--- config.mk ---
export PLATFORM = sky130hd
export DESIGN_NAME = dmem_arbiter_flat
export DESIGN_NICKNAME = d
export VERILOG_FILES = /design/src/rtl/dmem_arbiter_if.sv /design/src/rtl/dmem_arbiter.sv /design/src/flat_wrapper.sv
export SDC_FILE = /design/constraint.sdc
export NUM_CORES = 1
export LEC_CHECK = 0
export BUFFER_PORTS_ARGS = -buffer_cell sky130_fd_sc_hd__clkbuf_2
export CORE_AREA = 2 2 118 120
export CTS_CLUSTER_DIAMETER = 100
export CTS_CLUSTER_SIZE = 8
export DETAILED_ROUTE_END_ITERATION = 7
export DIE_AREA = 0 0 120 122
export HOLD_SLACK_MARGIN = 0.1
export PLACE_DENSITY = 0.71
export REMOVE_ABC_BUFFERS = 1
export SYNTH_ARGS = -nofsm -noshare
export SYNTH_HDL_FRONTEND = slang
export SYNTH_SLANG_ARGS = --single-unit
--- constraint.sdc ---
create_clock -name sysclk -period 5.2 [get_ports sysclk]
set_input_delay 1.3 -clock sysclk [delete_from_list [all_inputs] [get_ports sysclk]]
set_output_delay 1.3 -clock sysclk [all_outputs]
set_load 0.01 [all_outputs]
--- src/rtl/dmem_arbiter_if.sv ---
// Bus bundle between the MEM stage, the DMA master, the arbiter and DataMemory.
// The arbiter sits on the slave side. The pipeline, DMA engine and memory
// model together form the master side.
interface dmem_arbiter_if;
    // CPU MEM-stage port
    logic        cpu_read;
    logic        cpu_write;
    logic [31:0] cpu_addr;
    logic [31:0] cpu_wdata;
    logic [31:0] cpu_rdata;
    logic        cpu_stall;

    // DMA burst port
    logic        dma_req;
    logic        dma_we;
    logic [31:0] dma_addr;
    logic [3:0]  dma_len;
    logic [31:0] dma_wdata;
    logic        dma_beat;
    logic [31:0] dma_rdata;
    logic        dma_rvalid;
    logic        dma_done;
    logic        dma_busy;

    // DataMemory port
    logic [31:0] mem_addr;
    logic [31:0] mem_wdata;
    logic        mem_read;
    logic        mem_write;
    logic [31:0] mem_rdata;

    modport slave (
        input  cpu_read, cpu_write, cpu_addr, cpu_wdata,
        output cpu_rdata, cpu_stall,
        input  dma_req, dma_we, dma_addr, dma_len, dma_wdata,
        output dma_beat, dma_rdata, dma_rvalid, dma_done, dma_busy,
        output mem_addr, mem_wdata, mem_read, mem_write,
        input  mem_rdata
    );

    modport master (
        output cpu_read, cpu_write, cpu_addr, cpu_wdata,
        input  cpu_rdata, cpu_stall,
        output dma_req, dma_we, dma_addr, dma_len, dma_wdata,
        input  dma_beat, dma_rdata, dma_rvalid, dma_done, dma_busy,
        input  mem_addr, mem_wdata, mem_read, mem_write,
        output mem_rdata
    );
endinterface

--- src/rtl/dmem_arbiter.sv ---
// Data-memory arbiter: the CPU MEM stage has priority over a burst DMA master.
// A wait counter forces one DMA slot after MAX_WAIT denied cycles. In that
// slot the CPU request is stalled and replayed on the following cycle.
module dmem_arbiter #(
    parameter int unsigned MAX_WAIT = 3
) (
    input  logic           sysclk,
    input  logic           reset,
    dmem_arbiter_if.slave  bus
);

    localparam logic [3:0] MAX_WAIT_L = 4'(MAX_WAIT);

    typedef enum logic [1:0] {
        IDLE  = 2'd0,
        BURST = 2'd1,
        DONE  = 2'd2
    } state_t;

    state_t      state_reg, state_next;
    logic        we_reg, we_next;
    logic [31:0] burst_addr_reg, burst_addr_next;
    logic [3:0]  len_reg, len_next;
    logic [3:0]  beat_cnt_reg, beat_cnt_next;
    logic [3:0]  wait_cnt_reg, wait_cnt_next;
    logic [31:0] dma_rdata_reg, dma_rdata_next;
    logic        dma_rvalid_reg, dma_rvalid_next;

    logic        cpu_req;
    logic        dma_win;

    // Zero-latency grant: DMA wins when the CPU is quiet or has starved it long enough
    always_comb begin
        cpu_req = bus.cpu_read | bus.cpu_write;
        dma_win = (state_reg == BURST) && (!cpu_req || (wait_cnt_reg == MAX_WAIT_L));
    end

    // Memory mux and handshake outputs; a stalled CPU access is replayed next cycle
    always_comb begin
        bus.cpu_stall  = cpu_req & dma_win;
        bus.dma_beat   = dma_win;
        bus.cpu_rdata  = bus.mem_rdata;
        bus.dma_rdata  = dma_rdata_reg;
        bus.dma_rvalid = dma_rvalid_reg;
        bus.dma_done   = (state_reg == DONE);
        bus.dma_busy   = (state_reg != IDLE);
        if (dma_win) begin
            bus.mem_addr  = burst_addr_reg;
            bus.mem_wdata = bus.dma_wdata;
            bus.mem_write = we_reg;
            bus.mem_read  = !we_reg;
        end else begin
            bus.mem_addr  = bus.cpu_addr;
            bus.mem_wdata = bus.cpu_wdata;
            bus.mem_write = bus.cpu_write;
            bus.mem_read  = bus.cpu_read;
        end
    end

    // Next-state logic for the burst FSM, beat/wait counters and DMA read capture
    always_comb begin
        state_next      = state_reg;
        we_next         = we_reg;
        burst_addr_next = burst_addr_reg;
        len_next        = len_reg;
        beat_cnt_next   = beat_cnt_reg;
        wait_cnt_next   = 4'd0;
        dma_rdata_next  = dma_rdata_reg;
        dma_rvalid_next = 1'b0;

        case (state_reg)
            IDLE: begin
                if (bus.dma_req) begin
                    // Word-align the start address; the low two bits are dropped
                    we_next         = bus.dma_we;
                    burst_addr_next = bus.dma_addr & ~32'd3;
                    len_next        = bus.dma_len;
                    beat_cnt_next   = 4'd0;
                    state_next      = BURST;
                end
            end
            BURST: begin
                if (dma_win) begin
                    // Address wraps naturally modulo 2^32
                    burst_addr_next = burst_addr_reg + 32'd4;
                    beat_cnt_next   = beat_cnt_reg + 4'd1;
                    if (!we_reg) begin
                        dma_rdata_next  = bus.mem_rdata;
                        dma_rvalid_next = 1'b1;
                    end
                    if (beat_cnt_reg == len_reg) begin
                        state_next = DONE;
                    end
                end else begin
                    // Only reached while wait_cnt < MAX_WAIT, so it saturates at MAX_WAIT
                    wait_cnt_next = wait_cnt_reg + 4'd1;
                end
            end
            DONE: begin
                // dma_req is deliberately ignored here
                state_next = IDLE;
            end
            default: begin
                state_next = IDLE;
            end
        endcase
    end

    // State register; reset abandons any burst without reporting completion
    always_ff @(posedge sysclk or posedge reset) begin
        if (reset) begin
            state_reg      <= IDLE;
            we_reg         <= 1'b0;
            burst_addr_reg <= 32'd0;
            len_reg        <= 4'd0;
            beat_cnt_reg   <= 4'd0;
            wait_cnt_reg   <= 4'd0;
            dma_rdata_reg  <= 32'd0;
            dma_rvalid_reg <= 1'b0;
        end else begin
            state_reg      <= state_next;
            we_reg         <= we_next;
            burst_addr_reg <= burst_addr_next;
            len_reg        <= len_next;
            beat_cnt_reg   <= beat_cnt_next;
            wait_cnt_reg   <= wait_cnt_next;
            dma_rdata_reg  <= dma_rdata_next;
            dma_rvalid_reg <= dma_rvalid_next;
        end
    end

endmodule

--- src/flat_wrapper.sv ---
// flat-port wrapper written by rule: the top's interface ports become plain ports
module dmem_arbiter_flat 
#(
    parameter int unsigned MAX_WAIT = 3
)
  (sysclk, reset, bus_cpu_read, bus_cpu_write, bus_cpu_addr, bus_cpu_wdata, bus_cpu_rdata, bus_cpu_stall, bus_dma_req, bus_dma_we, bus_dma_addr, bus_dma_len, bus_dma_wdata, bus_dma_beat, bus_dma_rdata, bus_dma_rvalid, bus_dma_done, bus_dma_busy, bus_mem_addr, bus_mem_wdata, bus_mem_read, bus_mem_write, bus_mem_rdata);
  dmem_arbiter_if bus_i ();
  input  logic sysclk;
  input  logic reset;
  input wire logic [$bits(bus_i.cpu_read)-1:0] bus_cpu_read;
  input wire logic [$bits(bus_i.cpu_write)-1:0] bus_cpu_write;
  input wire logic [$bits(bus_i.cpu_addr)-1:0] bus_cpu_addr;
  input wire logic [$bits(bus_i.cpu_wdata)-1:0] bus_cpu_wdata;
  output wire logic [$bits(bus_i.cpu_rdata)-1:0] bus_cpu_rdata;
  output wire logic [$bits(bus_i.cpu_stall)-1:0] bus_cpu_stall;
  input wire logic [$bits(bus_i.dma_req)-1:0] bus_dma_req;
  input wire logic [$bits(bus_i.dma_we)-1:0] bus_dma_we;
  input wire logic [$bits(bus_i.dma_addr)-1:0] bus_dma_addr;
  input wire logic [$bits(bus_i.dma_len)-1:0] bus_dma_len;
  input wire logic [$bits(bus_i.dma_wdata)-1:0] bus_dma_wdata;
  output wire logic [$bits(bus_i.dma_beat)-1:0] bus_dma_beat;
  output wire logic [$bits(bus_i.dma_rdata)-1:0] bus_dma_rdata;
  output wire logic [$bits(bus_i.dma_rvalid)-1:0] bus_dma_rvalid;
  output wire logic [$bits(bus_i.dma_done)-1:0] bus_dma_done;
  output wire logic [$bits(bus_i.dma_busy)-1:0] bus_dma_busy;
  output wire logic [$bits(bus_i.mem_addr)-1:0] bus_mem_addr;
  output wire logic [$bits(bus_i.mem_wdata)-1:0] bus_mem_wdata;
  output wire logic [$bits(bus_i.mem_read)-1:0] bus_mem_read;
  output wire logic [$bits(bus_i.mem_write)-1:0] bus_mem_write;
  input wire logic [$bits(bus_i.mem_rdata)-1:0] bus_mem_rdata;
  assign bus_i.cpu_read = bus_cpu_read;
  assign bus_i.cpu_write = bus_cpu_write;
  assign bus_i.cpu_addr = bus_cpu_addr;
  assign bus_i.cpu_wdata = bus_cpu_wdata;
  assign bus_cpu_rdata = bus_i.cpu_rdata;
  assign bus_cpu_stall = bus_i.cpu_stall;
  assign bus_i.dma_req = bus_dma_req;
  assign bus_i.dma_we = bus_dma_we;
  assign bus_i.dma_addr = bus_dma_addr;
  assign bus_i.dma_len = bus_dma_len;
  assign bus_i.dma_wdata = bus_dma_wdata;
  assign bus_dma_beat = bus_i.dma_beat;
  assign bus_dma_rdata = bus_i.dma_rdata;
  assign bus_dma_rvalid = bus_i.dma_rvalid;
  assign bus_dma_done = bus_i.dma_done;
  assign bus_dma_busy = bus_i.dma_busy;
  assign bus_mem_addr = bus_i.mem_addr;
  assign bus_mem_wdata = bus_i.mem_wdata;
  assign bus_mem_read = bus_i.mem_read;
  assign bus_mem_write = bus_i.mem_write;
  assign bus_i.mem_rdata = bus_mem_rdata;
  dmem_arbiter #(.MAX_WAIT(MAX_WAIT)) u_core (.sysclk(sysclk), .reset(reset), .bus(bus_i));
endmodule
==> impl_metrics.env, run 1 <==
export IMPL_coreArea_um2=13500
export IMPL_die_area_um2=14600
export IMPL_die_y_um=122
export IMPL_leakage_nw=3.58
export IMPL_cts_made_buffers=9
export IMPL_antenna_found_initial=0
export IMPL_htreeDepth=3
export IMPL_dr_first_iter_drc_count=375
export IMPL_async_flop_share=1.00
export IMPL_max_slew_margin_rel=0.316
export IMPL_grt_pass1_vias=4892
export IMPL_netlist_instances=613
export IMPL_hold_violations=0
export IMPL_vias=5231
export IMPL_start_util=0.368
export IMPL_whs_ns=0.476
export IMPL_root_buffer="clkbuf_16"
export IMPL_synth_seq_area_share=0.393
export IMPL_syn_avg_cell_area_um2=8.11
export IMPL_worst_endpoint_required_ns=3.90
export IMPL_cts_path_max_buffers=2
export IMPL_run_status="finished clean"
export IMPL_path_clk_slew_ns=0.06
export IMPL_synth_seq_cells=78
export IMPL_end_kind="output port"
export IMPL_route_met2_wl_um=8350
export IMPL_cts_resized_gates=0
export IMPL_drc=0
export IMPL_ant_nets=0
export IMPL_drive_above_1_share=0.438
export IMPL_cts_tree="yes"
export IMPL_core_rowCount=43
export IMPL_avgRoutedWirePerCell_um=15.6
export IMPL_grt_max_degree=79
export IMPL_worst_pin_slew_ns=1.03
export IMPL_layout_setup_ws_ns=1.07
export IMPL_ir_drop_v=0.000398
export IMPL_cts_sinks=78
export IMPL_drt_total_wl_um=16300
export IMPL_synth_warnings=0
export IMPL_arrival_ns=2.83
export IMPL_rsz0062_at_grt="no"
export IMPL_cp_startpoint="bus_cpu_write"
export IMPL_hold_class="reg -> reg"
export IMPL_port_buffers=302
export IMPL_period_share=0.794
export IMPL_utilization=0.496
export IMPL_fmax_mhz=242
export IMPL_synthToLayoutAreaGrowth_pct=34.8
export IMPL_dp_hpwl_um=12500
export IMPL_highest_layer="met4"
export IMPL_post_cts_buffers=0
export IMPL_cellPowerDensity_nw_per_um2=566
export IMPL_grt_pass1_wl_um=25200
export IMPL_final_common_cell="clkbuf_2"
export IMPL_largest_reg_flops=32
export IMPL_final_nets=1036
export IMPL_synth_flop_cell="dfrtp_1"
export IMPL_grt_ovfl_total=0
export IMPL_syn_area_um2=4970
export IMPL_antenna_cells=0
export IMPL_fin_crit_ns=4.13
export IMPL_synth_edf_count=0
export IMPL_setup_viol=0
export IMPL_ios=305
export IMPL_final_cell_mix="302 x clkbuf_2, 205 x nand2_1, 78 x dfrtp_1"
export IMPL_drv_slew=0
export IMPL_cp_start_kind="input pin"
export IMPL_min_delay_start="u_core.wait_cnt_reg[0]$_DFF_PP0_"
export IMPL_postCtsHoldBufs=0
export IMPL_dr_wl_met3_um=1440
export IMPL_globalplace_congestion=0.786
export IMPL_maxCapViolCount=0
export IMPL_ys_types=55
export IMPL_grt_usage=0.221
export IMPL_crit_path_max_fanout=42
export IMPL_drtPass1Iterations=5
export IMPL_critical_path_class="in -> out"
export IMPL_skew_ns=0.00623
export IMPL_die_w_um=120
export IMPL_viasPerCell=4.99
export IMPL_dpl_worst_slack_ns=1.05
export IMPL_regToRegStartpoint="u_core.wait_cnt_reg[0]$_DFF_PP0_"
export IMPL_clk_latency_ns=0.34
export IMPL_wl_met1_um=6230
-- cell families after synthesis --
| group | after synthesis | synth area share |
|---|---|---|
| buffers and inverters | 80 | 0.0913 |
| adder cells (fa/ha/maj) | 3 | 0.00755 |
| flip-flops | 78 | 0.393 |
| XOR/XNOR | 9 | 0.0159 |
| AO/OA/AOI/OAI | 104 | 0.128 |
| AND/OR/NAND/NOR | 300 | 0.277 |
| multiplexers | 39 | 0.0878 |
-- through the flow --
stage	cells	power [mW]	cell area (um2)	setup TNS (ns)
floorplan	544	2.33	4560	-68.85
global placement	1032	3.07	6370	0
detailed placement	1032	3.11	6370	0
CTS	1048	3.83	6700	0
global route	1048	4.11	6700	0
finish	1048	3.79	6700	0
-- path summary, 6_finish.rpt --
check                                                        to  slack, ns  cells past startpoint
max                                            bus_mem_addr[19]       1.07                      8
min                            u_core.wait_cnt_reg[0]$_DFF_PP0_       0.48                      1
max reg2reg                u_core.bus.dma_rdata[26]$_DFFE_PP0P_       2.63                      7
min reg2reg                    u_core.wait_cnt_reg[0]$_DFF_PP0_       0.48                      1
max in group asynchronous   u_core.bus.dma_rdata[5]$_DFFE_PP0P_       3.17                      3
min in group asynchronous  u_core.bus.dma_rdata[25]$_DFFE_PP0P_       1.05                      2
-- layer usage --
layer	global-route usage	up-vias
li1	-	2572
met1	0.249	2391
met2	0.405	250
met3	0.0552	18
met4	0.0787	0
met5	0	-
-- synth_stat cells (6+ instances only) --
library cell / number / share of area
o22ai_1: 9 / 0.011
nor2_1: 30 / 0.023
nand3_1: 11 / 0.011
clkbuf_1: 18 / 0.014
xnor2_1: 6 / 0.011
nand4_1: 13 / 0.016
a21oi_1: 37 / 0.037
o22a_1: 6 / 0.011
nand2_1: 205 / 0.15
dfrtp_1: 78 / 0.39
mux2_2: 37 / 0.084
o21ai_0: 24 / 0.024
nor3_1: 7 / 0.0070
buf_4: 36 / 0.054
inv_1: 11 / 0.0083
buf_2: 15 / 0.015
-- worst max-delay path, cell delays in order --
cell and delay, ns:
clkbuf_2 0.10, nor2_1 0.29, o21ai_4 0.10, inv_2 0.41, buf_12 0.27, nand2_1 0.12
nand2_1 0.08, clkbuf_2 0.12
-- power by group --
part | total (mW) | switching, mW | internal [mW] | leakage (nW)
Sequential | 1.21 | 0.304 | 0.901 | 0.933
Combinational | 1.89 | 1.09 | 0.795 | 2.49
Clock | 0.703 | 0.275 | 0.428 | 0.163
-- cell type report --
class | instances | area (um2)
well taps | 180 | 225
fillers | 1352 | 6800
flip-flops and latches | 78 | 1950
clock buffers | 9 | 225
multi-input cells | 455 | 2580
clock inverters | 7 | 103
repair buffers | 308 | 1570
inverters | 11 | 42.5
No activity file was read; power rests on OpenSTA's default activity.
==> run 2: changes to the inputs <==
==> constraint.sdc (replaced) <==
create_clock -name sysclk -period 3.9 [get_ports sysclk]
set_input_delay 0.975 -clock sysclk [delete_from_list [all_inputs] [get_ports sysclk]]
set_output_delay 0.975 -clock sysclk [all_outputs]
set_load 0.01 [all_outputs]
==> impl_metrics.env, run 2 (synthesis gave the netlist of run 1 again) <==
export IMPL_run_status="finished clean"
export IMPL_end_kind="output port"
export IMPL_regToRegStartpoint="u_core.wait_cnt_reg[0]$_DFF_PP0_"
export IMPL_final_cell_mix="302 x clkbuf_2, 205 x nand2_1, 78 x dfrtp_1"
export IMPL_final_nets=1038
export IMPL_fmax_mhz=305
export IMPL_drive_above_1_share=0.439
export IMPL_cts_resized_gates=0
export IMPL_drv_slew=0
export IMPL_globalplace_congestion=0.792
export IMPL_fin_crit_ns=3.28
export IMPL_path_clk_slew_ns=0.06
export IMPL_ir_drop_v=0.000402
export IMPL_seq_area_um2=1950
export IMPL_dr_first_iter_drc_count=321
export IMPL_vias=5204
export IMPL_fillerInstances=1351
export IMPL_path_buf_inv=3
export IMPL_dp_hpwl_um=12700
export IMPL_clk_latency_ns=0.34
export IMPL_root_buffer="clkbuf_16"
export IMPL_post_cts_buffers=0
export IMPL_finalPower_mw=5.05
export IMPL_synthToLayoutAreaGrowth_pct=35.3
export IMPL_worst_pin_slew_ns=1.08
export IMPL_seqPwrFrac=0.319
export IMPL_p_comb_frac=0.504
export IMPL_htreeDepth=3
export IMPL_layout_setup_ws_ns=0.624
export IMPL_max_slew_margin_rel=0.278
export IMPL_die_y_um=122
export IMPL_r2r_cells=7
export IMPL_grt_pass1_wl_um=25500
export IMPL_worst_path_max_delay_cell="nor3b_1"
export IMPL_largest_reg_flops=32
export IMPL_drt_total_wl_um=16600
export IMPL_path_cells="ha_1, nor3b_1, o21ai_4, inv_2, buf_12, and2_1, a21o_1, clkbuf_2"
export IMPL_drtPass1Iterations=4
export IMPL_antenna_cells=0
export IMPL_worst_endpoint_required_ns=2.92
export IMPL_multi_input_area_um2=2580
export IMPL_switching_power_mw=2.26
export IMPL_rsz0062_at_grt="no"
export IMPL_wl_met1_um=6530
export IMPL_cts_path_max_buffers=2
export IMPL_crit_cells=8
export IMPL_endpoint="bus_mem_addr[29]"
export IMPL_postCtsHoldBufs=0
export IMPL_maxCapViolCount=0
export IMPL_clockPowerShare=0.177
export IMPL_arrival_ns=2.30
export IMPL_ant_nets=0
export IMPL_cts_tree="yes"
export IMPL_ios=305
export IMPL_p_int_mw=2.79
export IMPL_cp_startpoint="u_core.wait_cnt_reg[0]$_DFF_PP0_"
export IMPL_rrSetupSlack_ns=1.45
export IMPL_dpl_worst_slack_ns=0.607
export IMPL_cp_start_kind="flip-flop"
export IMPL_grt_usage=0.223
export IMPL_port_buffers=302
export IMPL_coreArea_um2=13500
export IMPL_grt_ovfl_total=0
export IMPL_hold_violations=0
export IMPL_avgRoutedWirePerCell_um=15.8
export IMPL_setup_viol=0
export IMPL_cts_made_buffers=9
export IMPL_swShare=0.447
export IMPL_crit_family="simple AND/OR/NAND/NOR gates"
export IMPL_antenna_found_initial=0
export IMPL_viasPerCell=4.96
export IMPL_period_share=0.840
export IMPL_critical_path_class="reg -> out"
export IMPL_hold_class="reg -> reg"
export IMPL_skew_ns=0.0107
export IMPL_dr_wl_met3_um=1310
export IMPL_hold_depth=1
export IMPL_core_rowCount=43
export IMPL_grt_max_degree=67
export IMPL_highest_layer="met4"
export IMPL_crit_path_max_fanout=50
export IMPL_cts_sinks=78
export IMPL_reg2reg_to="u_core.bus.dma_rdata[0]$_DFFE_PP0P_"
export IMPL_cellPowerDensity_nw_per_um2=751
export IMPL_drc=0
export IMPL_die_w_um=120
export IMPL_grt_pass1_vias=4872
export IMPL_final_common_cell="clkbuf_2"
export IMPL_start_util=0.368
export IMPL_die_area_um2=14600
export IMPL_crit_path_max_incr_delay_ns=0.47
export IMPL_route_met2_wl_um=8590
export IMPL_leakage_nw=3.59
run 2: area by class of cell:
cell class	instances	area share
Clock buffer	9	0.0335
Clock inverter	7	0.0130
Inverter	11	0.00633
Multi-Input combinational cell	455	0.384
Sequential cell	78	0.290
Tap cell	180	0.0335
Timing Repair Buffer	310	0.239
run 2: stage by stage:
stage                     hold WS [ns]  area [um2]  instances  TNS, ns   util
final                            0.487        6730       1050        0  0.498
after global routing             0.513        6730       1050        0  0.498
after CTS                        0.484        6730       1050        0  0.498
after detailed placement         0.476        6410       1034        0  0.475
after global placement           0.455        6410       1034        0  0.475
after floorplan                  0.431        4560        544  -184.67      -
run 2: per-layer routing:
layer	vias to the layer above	GRT usage
met4	0	0.0610
met5	-	0
met2	211	0.409
li1	2571	-
met1	2412	0.259
met3	10	0.0520
run 2: how the worst min path moves through the flow:
stage / endpoint / from / slack, ns
5_1_grt: u_core.wait_cnt_reg[0]$_DFF_PP0_ / u_core.wait_cnt_reg[0]$_DFF_PP0_ / 0.51
2_1_floorplan: u_core.wait_cnt_reg[0]$_DFF_PP0_ / u_core.wait_cnt_reg[0]$_DFF_PP0_ / 0.43
3_5_place_dp: u_core.wait_cnt_reg[0]$_DFF_PP0_ / u_core.wait_cnt_reg[0]$_DFF_PP0_ / 0.48
3_3_place_gp: u_core.wait_cnt_reg[0]$_DFF_PP0_ / u_core.wait_cnt_reg[0]$_DFF_PP0_ / 0.45
6_report: u_core.wait_cnt_reg[0]$_DFF_PP0_ / u_core.wait_cnt_reg[0]$_DFF_PP0_ / 0.49
4_1_cts: u_core.wait_cnt_reg[0]$_DFF_PP0_ / u_core.wait_cnt_reg[0]$_DFF_PP0_ / 0.48
run 2: power groups by stage:
stage          Clock (mW)  Combinational [mW]  Sequential, mW
2_1_floorplan           0                1.51            1.60
6_report            0.894                2.55            1.61
3_3_place_gp            0                2.53            1.60
4_1_cts             0.917                2.58            1.61
5_1_grt             0.942                2.84            1.67
3_5_place_dp            0                2.57            1.61
==> run 3: changes to the inputs <==
--- a/config.mk
+++ b/config.mk
@@ -12,7 +12,7 @@
 export DETAILED_ROUTE_END_ITERATION = 7
 export DIE_AREA = 0 0 120 122
 export HOLD_SLACK_MARGIN = 0.1
-export PLACE_DENSITY = 0.71
+export PLACE_DENSITY = 0.74
 export REMOVE_ABC_BUFFERS = 1
 export SYNTH_ARGS = -nofsm -noshare
 export SYNTH_HDL_FRONTEND = slang
==> constraint.sdc (replaced) <==
create_clock -name sysclk -period 3 [get_ports sysclk]
set_input_delay 0.75 -clock sysclk [delete_from_list [all_inputs] [get_ports sysclk]]
set_output_delay 0.75 -clock sysclk [all_outputs]
set_load 0.01 [all_outputs]
==> impl_metrics.env, run 3 (synthesis gave the netlist of run 1 again) <==
export IMPL_cts_tree="yes"
export IMPL_hold_class="reg -> reg"
export IMPL_fin_crit_ns=2.87
export IMPL_coreArea_um2=13500
export IMPL_htreeDepth=3
export IMPL_dr_first_iter_drc_count=262
export IMPL_grt_busiest_layer="met2"
export IMPL_grt_ovfl_total=0
export IMPL_path_clk_slew_ns=0.06
export IMPL_rrSetupSlack_ns=0.73
export IMPL_vias=5311
export IMPL_drc=0
export IMPL_use_met3=0.0581
export IMPL_cts_path_max_buffers=2
export IMPL_synthToLayoutAreaGrowth_pct=36.1
export IMPL_viasPerCell=5.03
export IMPL_die_w_um=120
export IMPL_skew_ns=0.00963
export IMPL_drtPass1Iterations=4
export IMPL_drt_total_wl_um=16200
export IMPL_end_kind="output port"
export IMPL_final_common_cell="clkbuf_2"
export IMPL_post_cts_buffers=0
export IMPL_core_rowCount=43
export IMPL_start_util=0.368
export IMPL_drive_above_1_share=0.442
export IMPL_dp_hpwl_um=12400
export IMPL_hold_violations=0
export IMPL_grt_util_met2=0.387
export IMPL_grt_max_degree=79
export IMPL_ant_nets=0
export IMPL_utilization=0.501
export IMPL_crit_path_max_fanout=78
export IMPL_grt_usage=0.215
export IMPL_setup_viol=0
export IMPL_cellPowerDensity_nw_per_um2=970
export IMPL_fmax_mhz=349
export IMPL_grt_pass1_wl_um=24700
export IMPL_die_area_um2=14600
export IMPL_cts_sinks=78
export IMPL_avgRoutedWirePerCell_um=15.4
export IMPL_antenna_found_initial=2
export IMPL_ios=305
export IMPL_worst_pin_slew_ns=1.00
export IMPL_max_slew_margin_rel=0.333
export IMPL_r2r_cells=6
export IMPL_worst_endpoint_required_ns=2.25
export IMPL_clk_latency_ns=0.34
export IMPL_ir_drop_v=0.000485
export IMPL_final_cell_mix="302 x clkbuf_2, 205 x nand2_1, 78 x dfrtp_1"
export IMPL_finalPower_mw=6.56
export IMPL_reg2reg_to="u_core.burst_addr_reg[30]$_DFFE_PP0P_"
export IMPL_period_share=0.956
export IMPL_arrival_ns=2.12
export IMPL_largest_reg_flops=32
export IMPL_leakage_nw=3.61
export IMPL_run_status="finished clean"
export IMPL_whs_ns=0.491
export IMPL_worst_hold_path_endpoint="u_core.wait_cnt_reg[0]$_DFF_PP0_"
export IMPL_die_y_um=122
export IMPL_cp_start_kind="flip-flop"
export IMPL_port_buffers=302
export IMPL_grt_pass1_vias=4971
export IMPL_min_delay_start="u_core.wait_cnt_reg[0]$_DFF_PP0_"
export IMPL_hold_depth=1
export IMPL_maxCapViolCount=0
export IMPL_use_met1=0.244
export IMPL_critical_path_class="reg -> out"
export IMPL_cts_made_buffers=9
export IMPL_root_buffer="clkbuf_16"
export IMPL_regToRegStartpoint="u_core.burst_addr_reg[2]$_DFFE_PP0P_"
export IMPL_final_nets=1041
export IMPL_globalplace_congestion=0.828
export IMPL_fin_setup_tns_ns=0
export IMPL_drv_slew=0
==> run 3: cell count changes in the layout (fill, tap and decap cells not counted) <==
cell | before | now
buf_8 | 0 | 1
diode_2 | 0 | 2
clkinvlp_4 | 2 | 1
clkinv_8 | 0 | 1
clkinv_4 | 0 | 1
nor3b_2 | 0 | 1
nor3b_1 | 3 | 2
buf_4 | 5 | 7
inv_6 | 1 | 3
inv_8 | 3 | 0
==> run 3: through the flow <==
stage          worst slack, ns  cell area (um2)  cells
3_5_place_dp            0.0590             6430   1037
2_1_floorplan            -2.91             4560    544
6_report                 0.132             6770   1055
5_1_grt               -0.00610             6770   1055
4_1_cts                 0.0398             6750   1053
3_3_place_gp             0.108             6430   1037
==> run 3: worst max-delay path by stage <==
stage	start	to	slack [ns]	depth (start not counted)
3_5_place_dp	bus_cpu_write	bus_mem_addr[12]	0.06	7
5_1_grt	u_core.wait_cnt_reg[0]$_DFF_PP0_	bus_mem_addr[31]	-0.006	7
3_3_place_gp	bus_cpu_write	bus_mem_wdata[8]	0.11	7
2_1_floorplan	u_core.state_reg[0]$_DFFE_PP0P_	bus_mem_addr[29]	-2.91	5
6_report	u_core.wait_cnt_reg[0]$_DFF_PP0_	bus_mem_wdata[31]	0.13	7
4_1_cts	u_core.wait_cnt_reg[0]$_DFF_PP0_	bus_mem_addr[22]	0.04	6
==> run 3: metal layers <==
metal | part of all wire | vias up | wire length [um]
met1 | 0.39 | 2491 | 6260
met2 | 0.51 | 231 | 8340
met4 | 0.014 | 0 | 231
met3 | 0.086 | 11 | 1400
li1 | - | 2578 | -
met5 | 0 | - | 0
==> run 3: timing repair <==
| action | in CTS | in global routing |
|---|---|---|
| hold buffers | 0 | 0 |
| gates resized for setup | 1 | 3 |
| setup endpoints to repair | 66 | 67 |
==> run 3: power breakdown <==
part / switching, mW / internal (mW)
Combinational: 1.89 / 1.44
Sequential: 0.524 / 1.56
Clock: 0.493 / 0.663
==> run 3: area by class of cell <==
type / count / area (um2)
fillers: 1353 / 6740
multi-input cells: 455 / 2590
flip-flops and latches: 78 / 1950
repair buffers: 313 / 1640
clock buffers: 9 / 225
well taps: 180 / 225
clock inverters: 7 / 88.8
inverters: 11 / 42.5
diodes: 2 / 5.00
==> run 3: worst max-delay path, stage by stage, from the launching register on <==
cell	delay, ns
dfrtp_1	0.41
ha_1	0.24
nor3b_2	0.19
o21ai_4	0.16
buf_8	0.39
nand2_1	0.13
nand2_1	0.08
clkbuf_2	0.12
